===== src/rtl/alu_pkg.sv =====
// rtl/alu_pkg.sv - opcode map, FSM state type and step counter sizing for seq_alu
package alu_pkg;

   localparam logic [31:0] OP_ADD = 32'd0;
   localparam logic [31:0] OP_SUB = 32'd1;
   localparam logic [31:0] OP_MUL = 32'd2;
   localparam logic [31:0] OP_DIV = 32'd3;
   localparam logic [31:0] OP_AND = 32'd4;
   localparam logic [31:0] OP_OR  = 32'd5;
   localparam logic [31:0] OP_XOR = 32'd6;
   localparam logic [31:0] OP_NOT = 32'd7;
   localparam logic [31:0] OP_SLL = 32'd8;
   localparam logic [31:0] OP_SRL = 32'd9;
   localparam logic [31:0] OP_SRA = 32'd10;

   typedef enum logic [1:0] {
      IDLE     = 2'd0,
      EXEC_MUL = 2'd1,
      EXEC_DIV = 2'd2,
      DONE     = 2'd3
   } state_t;

   // Counter must hold step indices 0..w-1.
   function automatic int cnt_width(input int w);
      return (w > 2) ? $clog2(w) : 1;
   endfunction

endpackage


===== src/rtl/iter_muldiv.sv =====
// rtl/iter_muldiv.sv - one-bit-per-cycle shift-add multiplier / restoring divider
// result/remainder/done are the values produced by the step happening this cycle.
module iter_muldiv
   import alu_pkg::*;
#(
   parameter int WIDTH = 16
) (
   input  logic             clk,
   input  logic             rst_n,
   input  logic             start,
   input  logic             is_div,
   input  logic [WIDTH-1:0] a,
   input  logic [WIDTH-1:0] b,
   output logic             done,
   output logic [WIDTH-1:0] result,
   output logic [WIDTH-1:0] remainder
);

   localparam int CW = cnt_width(WIDTH);

   logic             busy;
   logic             div_mode;
   logic [CW-1:0]    count;
   logic [WIDTH-1:0] acc;
   logic [WIDTH-1:0] shreg;
   logic [WIDTH-1:0] opnd;
   logic [WIDTH-1:0] acc_n;
   logic [WIDTH-1:0] sh_n;
   logic [WIDTH:0]   shifted;
   logic [WIDTH:0]   sum;

   always_comb begin
      shifted = {acc, shreg[WIDTH-1]};
      sum     = {1'b0, acc} + (shreg[0] ? {1'b0, opnd} : '0);
      acc_n   = acc;
      sh_n    = shreg;
      if (div_mode) begin
         // acc < divisor is invariant, so the difference always fits WIDTH bits
         if (shifted >= {1'b0, opnd}) begin
            acc_n = shifted[WIDTH-1:0] - opnd;
            sh_n  = {shreg[WIDTH-2:0], 1'b1};
         end else begin
            acc_n = shifted[WIDTH-1:0];
            sh_n  = {shreg[WIDTH-2:0], 1'b0};
         end
      end else begin
         {acc_n, sh_n} = {sum, shreg[WIDTH-1:1]};
      end
   end

   assign done      = busy && (count == CW'(WIDTH - 1));
   assign result    = sh_n;
   assign remainder = acc_n;

   always_ff @(posedge clk or negedge rst_n) begin
      if (!rst_n) begin
         busy     <= 1'b0;
         div_mode <= 1'b0;
         count    <= '0;
         acc      <= '0;
         shreg    <= '0;
         opnd     <= '0;
      end else if (start) begin
         busy     <= 1'b1;
         div_mode <= is_div;
         count    <= '0;
         acc      <= '0;
         shreg    <= a;
         opnd     <= b;
      end else if (busy) begin
         acc   <= acc_n;
         shreg <= sh_n;
         count <= count + 1'b1;
         if (done) busy <= 1'b0;
      end
   end

endmodule


===== src/rtl/seq_alu.sv =====
// rtl/seq_alu.sv - multi-cycle ALU with valid/ready handshake and held result
// SEQ_ALU_SHIFT_EN adds SLL/SRL/SRA; without it those codes report illegal.
module seq_alu
   import alu_pkg::*;
#(
   parameter int WIDTH = 16,
   parameter int OPW   = 4
) (
   input  logic             clk,
   input  logic             rst_n,
   input  logic             in_valid,
   output logic             in_ready,
   input  logic [OPW-1:0]   op,
   input  logic [WIDTH-1:0] a,
   input  logic [WIDTH-1:0] b,
   output logic             out_valid,
   input  logic             out_ready,
   output logic [WIDTH-1:0] result,
   output logic [WIDTH-1:0] remainder,
   output logic             carry,
   output logic             zero,
   output logic             dz,
   output logic             illegal
);

   state_t           state, next_state;
   logic [31:0]      op_i;
   logic             load, start, start_div;
   logic [WIDTH-1:0] n_result, n_rem;
   logic             n_carry, n_dz, n_ill;
   logic             md_done;
   logic [WIDTH-1:0] md_result, md_rem;

   assign op_i      = 32'(op);
   assign in_ready  = (state == IDLE);
   assign out_valid = (state == DONE);

`ifdef SEQ_ALU_SHIFT_EN
   localparam int SW = $clog2(WIDTH);
   logic [SW-1:0] sh;
   assign sh = b[SW-1:0];
`endif

   iter_muldiv #(.WIDTH(WIDTH)) u_muldiv (
      .clk       (clk),
      .rst_n     (rst_n),
      .start     (start),
      .is_div    (start_div),
      .a         (a),
      .b         (b),
      .done      (md_done),
      .result    (md_result),
      .remainder (md_rem)
   );

   always_comb begin
      next_state = state;
      load       = 1'b0;
      start      = 1'b0;
      start_div  = 1'b0;
      n_result   = '0;
      n_rem      = '0;
      n_carry    = 1'b0;
      n_dz       = 1'b0;
      n_ill      = 1'b0;
      case (state)
         IDLE: if (in_valid) begin
            load       = 1'b1;
            next_state = DONE;
            case (op_i)
               OP_ADD: {n_carry, n_result} = {1'b0, a} + {1'b0, b};
               OP_SUB: {n_carry, n_result} = {1'b0, a} - {1'b0, b};
               OP_AND: n_result = a & b;
               OP_OR:  n_result = a | b;
               OP_XOR: n_result = a ^ b;
               OP_NOT: n_result = ~a;
               OP_MUL: begin
                  load       = 1'b0;
                  start      = 1'b1;
                  next_state = EXEC_MUL;
               end
               OP_DIV: begin
                  if (b == '0) begin
                     n_result = '1;
                     n_rem    = a;
                     n_dz     = 1'b1;
                  end else begin
                     load       = 1'b0;
                     start      = 1'b1;
                     start_div  = 1'b1;
                     next_state = EXEC_DIV;
                  end
               end
`ifdef SEQ_ALU_SHIFT_EN
               OP_SLL: n_result = a << sh;
               OP_SRL: n_result = a >> sh;
               OP_SRA: n_result = $signed(a) >>> sh;
`endif
               default: n_ill = 1'b1;
            endcase
         end
         EXEC_MUL, EXEC_DIV: if (md_done) begin
            load       = 1'b1;
            n_result   = md_result;
            if (state == EXEC_DIV) n_rem = md_rem;
            next_state = DONE;
         end
         DONE: if (out_ready) next_state = IDLE;
         default: next_state = IDLE;
      endcase
   end

   always_ff @(posedge clk or negedge rst_n) begin
      if (!rst_n) begin
         state     <= IDLE;
         result    <= '0;
         remainder <= '0;
         carry     <= 1'b0;
         zero      <= 1'b0;
         dz        <= 1'b0;
         illegal   <= 1'b0;
      end else begin
         state <= next_state;
         if (load) begin
            result    <= n_result;
            remainder <= n_rem;
            carry     <= n_carry;
            zero      <= (n_result == '0);
            dz        <= n_dz;
            illegal   <= n_ill;
         end
      end
   end

endmodule


===== config.mk =====
export PLATFORM = sky130hd
export DESIGN_NAME = seq_alu
export DESIGN_NICKNAME = d
export VERILOG_FILES = /design/src/rtl/alu_pkg.sv /design/src/rtl/iter_muldiv.sv /design/src/rtl/seq_alu.sv
export SDC_FILE = /design/constraint.sdc
export NUM_CORES = 1
export LEC_CHECK = 0
export ABC_AREA = 1
export BUFFER_PORTS_ARGS = -buffer_cell sky130_fd_sc_hd__buf_2
export CAP_MARGIN = 20
export CORE_ASPECT_RATIO = 0.7
export CORE_UTILIZATION = 40
export DETAILED_ROUTE_END_ITERATION = 16
export PLACE_DENSITY_LB_ADDON = 0.12
export SLEW_MARGIN = 40
export SYNTH_ARGS = -nofsm -noshare
export SYNTH_HDL_FRONTEND = slang
export SYNTH_HIERARCHICAL = 1
export SYNTH_SLANG_ARGS = --single-unit

===== constraint.sdc =====
create_clock -name clk -period 2.4 [get_ports clk]
set_clock_uncertainty 0.1 [all_clocks]
set_input_delay 0.48 -clock clk [delete_from_list [all_inputs] [get_ports clk]]
set_output_delay 0.48 -clock clk [all_outputs]
set_load 0.02 [all_outputs]

**Yosys cells after proc, flatten, opt, wreduce, memory -nomap -nowiden**

Index checks and enable logic that the tools add are counted.

- Register bits after elaboration: 92
- Bits of input ports: 40
- Output and inout bits: 38

- Add/subtract/negate cells: 5
- $lt $le $gt $ge: 1
- Equality and inequality tests: 14
- Muxes and demuxes: 52
- Bitwise operators: 4
- Reductions and logical operators: 9

Operators by type and width:

| cell | number |
|---|---|
| two-way mux 16 bit | 16 |
| one-hot mux 16 bit (7 select lines) | 1 |
| one-hot mux 16 bit (2 select lines) | 2 |
| zero test 16 bit | 2 |
| zero test 32 bit | 1 |
| two-way mux 1 bit | 22 |
| adder 16 x 16 -> 17 bit | 1 |
| adder 16 x 17 -> 17 bit | 1 |
| greater-or-equal comparator 17 x 16 -> 1 bit | 1 |
| subtractor 16 x 16 -> 17 bit | 1 |
| bitwise AND 16 bit | 1 |
| == test 4 x 3 -> 1 bit, second input constant | 4 |
| NOT 16 bit | 1 |
| OR 16 bit | 1 |
| subtractor 16 bit | 1 |
| XOR 16 bit | 1 |
| == test 4 x 2 -> 1 bit, second input constant | 2 |
| two-way mux 4 bit | 2 |
| one-hot mux 1 bit (2 select lines) | 4 |
| OR reduction 8 bit | 1 |
| two-way mux 2 bit | 3 |
| one-hot mux 2 bit (3 select lines) | 1 |
| adder 4 x 1 -> 4 bit, second input constant | 1 |
| == test 2 bit, second input constant | 2 |
| 11 further kinds | 12 |

**Depth between registers and ports, before layout**

Gate-level depths: netlist of run 1.

- Depth after elaboration: 6
- Depth in mapped cells: 23
- Mapped depth without buffers: 21

**Hierarchy**

Netlist of run 1, hierarchy kept.

Modules (own cells, without submodules):

| module | instances | cells an instance | area each (um^2) | sequential area each (um^2) |
|---|---|---|---|---|
| seq_alu | 1 | 845 | 5016.1 | 950.9 |
| iter_muldiv | 1 | 761 | 4874.7 | 1351.3 |

**Least setup slack after synthesis of run 1**

OpenSTA, ideal clock, no wires.

- Kind: register to register
- From: register u_muldiv.shreg[0]
- To: register remainder[7]
- Arrival time: 2398 ps
- Setup slack: -231 ps
- Stages on the path, launching flop included: 18
- Clock period less this slack: 2631 ps
- Path through: dfrtp_1 > clkbuf_1 > clkbuf_1 > nand2_1 > inv_1 > ha_1 > fa_1 > nand3_1 > nand2_1 > nand2_1 > nand2_1 > nand3_1 > nand2_1 > nand2_1 > nand3_1 > and2_1 > a32oi_1 > o21ai_0

- Word-level cells in the longest chain between the ends: 6

Ends and longest elaborated chain:

| item | RTL line | RTL |
|---|---|---|
| start: declaration | iter_muldiv.sv:25 | `logic [WIDTH-1:0] shreg;` |
| start signal: assignment | iter_muldiv.sv:72 | `shreg <= sh_n;` |
| two-way mux 16 bit | iter_muldiv.sv:34 | `sum = {1'b0, acc} + (shreg[0] ? {1'b0, opnd} : '0);` |
| adder 16 x 17 -> 17 bit | iter_muldiv.sv:34 |  |
| two-way mux 16 bit | iter_muldiv.sv:37 | `if (div_mode) begin` |
| net md_rem[7] | seq_alu.sv:32 | `logic [WIDTH-1:0] md_result, md_rem;` |
| two-way mux 16 bit | seq_alu.sv:105 | `if (state == EXEC_DIV) n_rem = md_rem;` |
| two-way mux 16 bit | seq_alu.sv:102 | `EXEC_MUL, EXEC_DIV: if (md_done) begin` |
| one-hot mux 16 bit (2 select lines) | seq_alu.sv:66 | `case (state)` |
| end signal: assignment | seq_alu.sv:126 | `remainder <= n_rem;` |
| end: declaration | seq_alu.sv:19 | `output logic [WIDTH-1:0] remainder,` |

The timed path passes the listed nets, and every way through them passes these cells.
A chain may end at the register's enable or synchronous reset.

**Worst setup path in the final report of run 1**

- From: register u_muldiv.acc[13]
- To: register remainder[7]

- Word-level cells in the longest chain between the ends: 6

Ends and longest elaborated chain:

| item | RTL line | RTL |
|---|---|---|
| start: declaration | iter_muldiv.sv:24 | `logic [WIDTH-1:0] acc;` |
| start signal: assignment | iter_muldiv.sv:71 | `acc <= acc_n;` |
| greater-or-equal comparator 17 x 16 -> 1 bit | iter_muldiv.sv:39 | `if (shifted >= {1'b0, opnd}) begin` |
| two-way mux 16 bit | iter_muldiv.sv:39 |  |
| two-way mux 16 bit | iter_muldiv.sv:37 |  |
| net md_rem[7] | seq_alu.sv:32 |  |
| two-way mux 16 bit | seq_alu.sv:105 |  |
| two-way mux 16 bit | seq_alu.sv:102 |  |
| one-hot mux 16 bit (2 select lines) | seq_alu.sv:66 |  |

The timed path passes the listed nets, and every way through them passes these cells.

==> impl_metrics.yaml, run 1 <==
status:
  status: "finished with violations"
  failed_checks: "setup timing"
yosys:
  postSynthNetCount: 1739
  synth_area_sq_um: 9890
  ys_seq_area_share_pct: 23.3
  synth_seq_cells: 92
  synthCells: 1606
  ys_warn_count: 6
  yosysUniqueCellTypes: 46
  syn_area_per_cell_sq_um: 6.16
floorplan:
  start_util_pct: 41.3
  num_rows: 47
  die_y_microns: 134
  die_w_microns: 190
  ios: 78
  core_area_sq_um: 23900
  dieArea_sq_um: 25400
sta:
  rsz0062_at_grt: "yes"
  fin_ws_ns: -0.223
  finalHoldViolCount: 0
  setup-tns-final_ns: -2.55
  maxSlewViolCount: 0
  finalCriticalPeriod_ns: 2.62
  tightest_slew_ns: 0.758
  max_slew_margin_pct: 49.4
  setup_viol: 22
  post-route-period-util_pct: 109
  fmax_mhz: 381
placed_design:
  post_dp_cell_area_sq_um: 13200
  dp_hpwl_mm: 33.1
  io_buffers: 77
  dp.cells: 2306
  post-place-ws_ns: -0.684
  gp_congestion: 0.987
cts:
  worst_skew_pair.late_latency_ns: 0.38
  clk_pin_slew_ns: 0.09
  cts_tree: "yes"
  cts_buffers: 9
  clk_path_buf_depth: 2
  cts_root_buffer: "clkbuf_16"
  ctsHtreeMaxLevel: 3
  clock-sinks: 92
critical_path:
  crit_fanout: 4
  worstSetupPathType: "flop to flop"
  required_ns: 2.54
  crit_start: "u_muldiv/acc[13]"
  worstRegToRegCells: 15
  cp-end-kind: "flop"
  cp.arrival_ns: 2.76
  cp-start-kind: "flop"
  r2r_start: "u_muldiv/acc[13]"
  reg2reg_to: "remainder[7]"
  r2r_slack_ns: -0.22
pwr:
  vdd.ir_drop.worst_mv: 0.752
  power_density_nw_per_um2: 1100
  fin_total_pwr_w: 0.0168
  p_leak_nw: 8.11
hold_path:
  hp-start: "b[0]"
  whs_path_depth: 4
  hold_class: "input port to flop"
  hold_end: "u_muldiv/opnd[0]"
layout:
  layout.cells.non_filler: 2355
  diodes: 0
  drive_gt1_share_pct: 38.1
  final_nets: 2165
  design_area_sq_um: 15200
  area_delta_synth_final_pct: 54.1
routing:
  vias: 12300
  drtIter0Drc: 1140
  routed_wirelength_mm: 42.2
  ant_nets: 0
  drc: 0
  vias_per_cell: 5.24
  wire_per_inst_microns: 17.9
  drt_first_pass_iters: 6
global_route:
  grt_pass1_wl_mm: 62.9
  track_usage_pct: 32.4
  grt_max_degree: 36
  first_global_vias: 11100
  gr-total-overflow: 0
  grt_antenna_before_repair: 0
flow_run:
  max_cap_violations: 0
[through the flow]
| step | hold WS, ns | utilization [%] |
|---|---|---|
| 2_1_floorplan | 0.0844 | - |
| 3_3_place_gp | 0.327 | 55.3 |
| 3_5_place_dp | 0.325 | 55.3 |
| 4_1_cts | 0.359 | 59.5 |
| 5_1_grt | 0.370 | 63.7 |
| 6_report | 0.351 | 63.7 |
[report_power, final]
part | switching [W] | total (W) | internal (W)
Sequential | 0.000452 | 0.00255 | 0.00210
Combinational | 0.00685 | 0.0127 | 0.00587
Clock | 0.000774 | 0.00150 | 0.000729
Total | 0.00808 | 0.0168 | 0.00870
[worst max path at each step]
stage,endpoint,cells past startpoint
5_1_grt,remainder[0],16
4_1_cts,zero,21
3_3_place_gp,carry,17
2_1_floorplan,zero,22
6_report,remainder[7],15
3_5_place_dp,carry,17
[Yosys cell counts, drive strengths merged]
cell | count | share of area (%)
nand2 | 529 | 20
clkbuf | 30 | 1.2
xor2 | 5 | 0.44
a31oi | 12 | 0.76
a22o | 1 | 0.089
and2 | 16 | 1.0
a21oi | 48 | 2.5
a22oi | 4 | 0.30
xnor2 | 5 | 0.44
o21bai | 6 | 0.46
nor3 | 10 | 0.51
ha | 89 | 11
o211ai | 15 | 1.1
a41oi | 1 | 0.089
nand3b | 15 | 1.1
or2 | 2 | 0.13
nor2 | 138 | 5.6
buf | 20 | 1.4
inv | 259 | 9.8
nand4 | 17 | 1.1
o31ai | 1 | 0.076
nand3 | 174 | 9.3
o2111ai | 1 | 0.089
a32oi | 9 | 0.80
o21a | 1 | 0.076
o22ai | 12 | 0.76
dfrtp | 92 | 23
o21ai | 74 | 3.8
fa | 4 | 0.81
and3 | 3 | 0.19
o221ai | 8 | 0.71
a21boi | 3 | 0.23
a21o | 2 | 0.15
[metal layers]
| metal | global-route usage, % | part of all wire [%] |
|---|---|---|
| met4 | 4.70 | 1.3 |
| met5 | 0 | 0 |
| met3 | 6.90 | 9.3 |
| met1 | 51.9 | 49 |
| met2 | 43.9 | 40 |
[critical path: stages (launching register included)]
cell and delay [ns]:
dfrtp_1 0.42, ha_4 0.31, inv_2 0.05, nor2_4 0.18, nand2_2 0.10, nor2_4 0.12, nand2_4 0.07, nor2_4 0.10
nor2_4 0.06, buf_4 0.13, buf_4 0.14, nand3_1 0.08, nand3_2 0.09, and2_4 0.19, a32oi_4 0.27, o21ai_2 0.07
[flip-flops by register name, indices dropped and copies added, names as in the netlist, 2 cells and up]
register,flops
state,2
u_muldiv/opnd,16
u_muldiv/shreg,16
u_muldiv/acc,16
result,16
u_muldiv/count,4
remainder,16
[area by class of cell]
cell class | instances | area [sq um]
Fill cell | 2199 | 8690
Multi-Input combinational cell | 1205 | 7810
Timing Repair Buffer | 465 | 3460
Sequential cell | 92 | 2310
Inverter | 259 | 975
Tap cell | 318 | 398
Clock buffer | 9 | 225
Clock inverter | 7 | 66.3
[cells in the final DEF, fill, tap and decap left out, drive strengths merged, types with 3 or more instances in the layout]
master / synthesis / routed
a21boi: 3 / 3
a21oi: 48 / 48
a22oi: 4 / 4
a31oi: 12 / 12
a32oi: 9 / 9
and2: 16 / 16
and3: 3 / 3
buf: 20 / 464
clkbuf: 30 / 9
dfrtp: 92 / 92
fa: 4 / 4
ha: 89 / 89
inv: 259 / 263
nand2: 529 / 529
nand3: 174 / 174
nand3b: 15 / 15
nand4: 17 / 17
nor2: 138 / 138
nor3: 10 / 10
o211ai: 15 / 15
o21ai: 74 / 74
o21bai: 6 / 6
o221ai: 8 / 8
o22ai: 12 / 12
xnor2: 5 / 5
xor2: 5 / 5
[cell families (layout without fill, tap and decap cells)]
family	after synthesis	in the layout	synth area share (%)
xor+xnor	10	10	0.885
buf+inv	309	740	12.4
simple gates	904	904	39.4
fa+ha+maj	93	93	12.1
flops	92	92	23.3
compound gates	198	198	12.0
[what timing repair did]
action / 4_1_cts / 5_1_grt
pin swaps: 49 / 76
endpoints found under the setup margin: 30 / 37
hold buffers: 1 / 0
gates cloned: 0 / 0
gates resized for setup: 134 / 215
buffers inserted: 17 / 20
hold endpoints to repair: 23 / 0
Power figures use the tool's default switching activity.
==> inputs of run 2 (changes only) <==
--- a/config.mk
+++ b/config.mk
@@ -5,7 +5,6 @@
 export SDC_FILE = /design/constraint.sdc
 export NUM_CORES = 1
 export LEC_CHECK = 0
-export ABC_AREA = 1
 export BUFFER_PORTS_ARGS = -buffer_cell sky130_fd_sc_hd__buf_2
 export CAP_MARGIN = 20
 export CORE_ASPECT_RATIO = 0.7
==> run 2 against run 1 <==
  * The flow still finishes with violations (setup timing)
  * Clock power about the same
  * Worst setup slack got worse by 0.59 ns
  * Worst hold slack got worse by 0.067 ns
  * Synthesized cell count decreased by 28%
  * Final cell count decreased by 19%
  * Largest power group unchanged
  * Critical path depth decreased by 5
==> impl_metrics.yaml, run 2 <==
floorplan:
  num_rows: 46
  start_util_pct: 41.2
  die_y_microns: 130
  core_area_sq_um: 22800
  ios: 78
  die_w_microns: 185
  dieArea_sq_um: 24200
layout:
  fillers: 1910
  area_delta_synth_final_pct: 61.0
  mostFrequentLayoutCells: "buf_4 (377), nand2_1 (109), dfrtp_1 (89)"
  final_common_cell: "buf_4"
  drive_gt1_share_pct: 48.9
  postLayoutCoreUtil_pct: 66.3
  design_area_sq_um: 15200
  final_nets: 1732
yosys:
  synth_top_cell_by_area: "dfrtp_1"
  synth_top_area_share_pct: 24.5
  syn_area_per_cell_sq_um: 8.14
  async_flop_share_pct: 100
  ys_seq_area_share_pct: 24.5
  synth.top_cells.by_area: "dfrtp_1 (24%), ha_1 (12%), o21ai_0 (5.1%)"
  yosysUniqueCellTypes: 97
  synth-edff-count: 0
  ys_warn_count: 6
  synth_seq_cells: 92
  yosys_most_used_dff: "dfrtp_1"
  synth_most_common_cell: "nand2_1"
  synthCells: 1157
  synth_area_sq_um: 9410
  synthTopCellsByCount: "nand2_1 (115), o21ai_0 (96), dfrtp_1 (92)"
  postSynthNetCount: 1290
pwr:
  fin_total_pwr_w: 0.0199
  p_sw_w: 0.00948
  p_leak_nw: 7.11
  sw_frac_of_total_pct: 47.6
  p_comb_share_pct: 79.3
  seqPwrFrac_pct: 13.1
  p_clk_share_pct: 7.6
  internal_power_w: 0.0104
  vdd.ir_drop.worst_mv: 1.19
  power_density_nw_per_um2: 1310
sta:
  fmax_mhz: 312
  setup_viol: 43
  finalCriticalPeriod_ns: 3.21
  fin_ws_ns: -0.809
  rsz0062_at_grt: "yes"
  timing.hold.ws_ns: 0.284
  maxSlewViolCount: 0
  max_slew_margin_pct: 54.1
  finalHoldViolCount: 0
  post-route-period-util_pct: 134
  tightest_slew_ns: 0.683
critical_path:
  cp.arrival_ns: 3.36
  cp-start-kind: "flop"
  crit_fanout: 4
  required_ns: 2.56
  cp-end-kind: "flop"
  worstSetupPathType: "flop to flop"
cts:
  cts_tree: "yes"
  cts_buffers: 9
  clk_pin_slew_ns: 0.08
  ctsHtreeMaxLevel: 3
  worst_skew_pair.late_latency_ns: 0.37
  clk_path_buf_depth: 2
  clock-sinks: 92
  cts_root_buffer: "clkbuf_16"
global_route:
  gr-total-overflow: 0
  first_global_vias: 10600
  grt_pass1_wl_mm: 61.8
  grt_max_degree: 54
  grt_antenna_before_repair: 0
  track_usage_pct: 34.4
routing:
  wire_per_inst_microns: 21.5
  ant_nets: 0
  vias_per_cell: 5.73
  drt_first_pass_iters: 5
  routed_wirelength_mm: 41.3
  drc: 0
  vias: 11000
  drtIter0Drc: 1036
placed_design:
  gp_congestion: 0.966
  io_buffers: 77
  dp_hpwl_mm: 31.4
  post_dp_cell_area_sq_um: 13100
status:
  failed_checks: "setup timing"
  status: "finished with violations"
flow_run:
  max_cap_violations: 0
hold_path:
  hold_class: "input port to flop"
[run 2: critical path, cell delays in order (launching register included)]
cell and delay [ns]:
dfrtp_1 0.41, ha_4 0.32, nand2_4 0.06, or4_4 0.55
o211ai_2 0.20, and3b_2 0.27, buf_6 0.15, or3_4 0.37
o211ai_1 0.16, o21ai_1 0.15, a221o_1 0.35
[run 2: final cells by class]
| cell class | count | area, sq um | area share, % |
|---|---|---|---|
| Multi-Input combinational cell | 920 | 8010 | 52.8 |
| Timing Repair Buffer | 495 | 3830 | 25.3 |
| Sequential cell | 92 | 2310 | 15.2 |
| Tap cell | 312 | 390 | 2.58 |
| Inverter | 81 | 328 | 2.16 |
| Clock buffer | 9 | 225 | 1.49 |
| Clock inverter | 7 | 65.1 | 0.429 |
| Antenna cell | 1 | 2.50 | 0.0165 |
[run 2: power by group through the flow]
| stage | logic [W] | registers (W) | clock network (W) |
|---|---|---|---|
| finish | 0.0158 | 0.00260 | 0.00151 |
| global route | 0.0168 | 0.00266 | 0.00159 |
| global placement | 0.0121 | 0.00258 | 0 |
| floorplan | 0.00683 | 0.00271 | 0 |
| CTS | 0.0142 | 0.00258 | 0.00154 |
| detailed placement | 0.0122 | 0.00260 | 0 |
[run 2: metrics by stage]
stage	setup TNS, ns	setup WS (ns)	std cells
3_5_place_dp	-47.97	-0.970	1850
4_1_cts	-14.57	-0.755	1901
6_report	-19.80	-0.809	1917
3_3_place_gp	-42.85	-0.935	1850
5_1_grt	-22.61	-0.875	1916
2_1_floorplan	-7.54	-0.541	1157
[run 2: repair_timing]
item                       CTS  global route
hold endpoints to repair    27             0
setup endpoints to repair   83            53
setup buffers               42            24
hold buffers                 1             0
resized for setup          199           108
pin swaps                   77            91
[run 2: path summary, 6_finish.rpt]
kind,to,start,slack (ns),depth (start not counted)
hold reg to reg,result[9],result[9],0.37,2
hold / removal,u_muldiv/opnd[9],b[9],0.28,3
max in group asynchronous,result[11],rst_n,1.05,3
setup / recovery,remainder[3],u_muldiv/acc[5],-0.81,10
setup reg to reg,remainder[3],u_muldiv/acc[5],-0.81,10
min in group asynchronous,u_muldiv/opnd[12],rst_n,0.50,2
[run 2: per-layer routing]
| metal | vias up | GRT usage [%] | routed length, microns |
|---|---|---|---|
| li1 | 5149 | - | - |
| met1 | 5399 | 50.3 | 20000 |
| met2 | 398 | 51.9 | 17800 |
| met3 | 46 | 6.67 | 2790 |
| met4 | 0 | 7.68 | 700 |
| met5 | - | 0 | 0 |
[run 2: kinds of logic (layout without fill, tap and decap cells)]
family	count (synthesis)	after routing	share of synthesized area, %
compound gates	368	368	27.6
xor+xnor	27	27	2.51
simple gates	385	385	20.9
mux	47	47	5.42
other cells	0	1	0
fa+ha+maj	93	93	12.7
buf+inv	145	592	6.41
flops	92	92	24.5
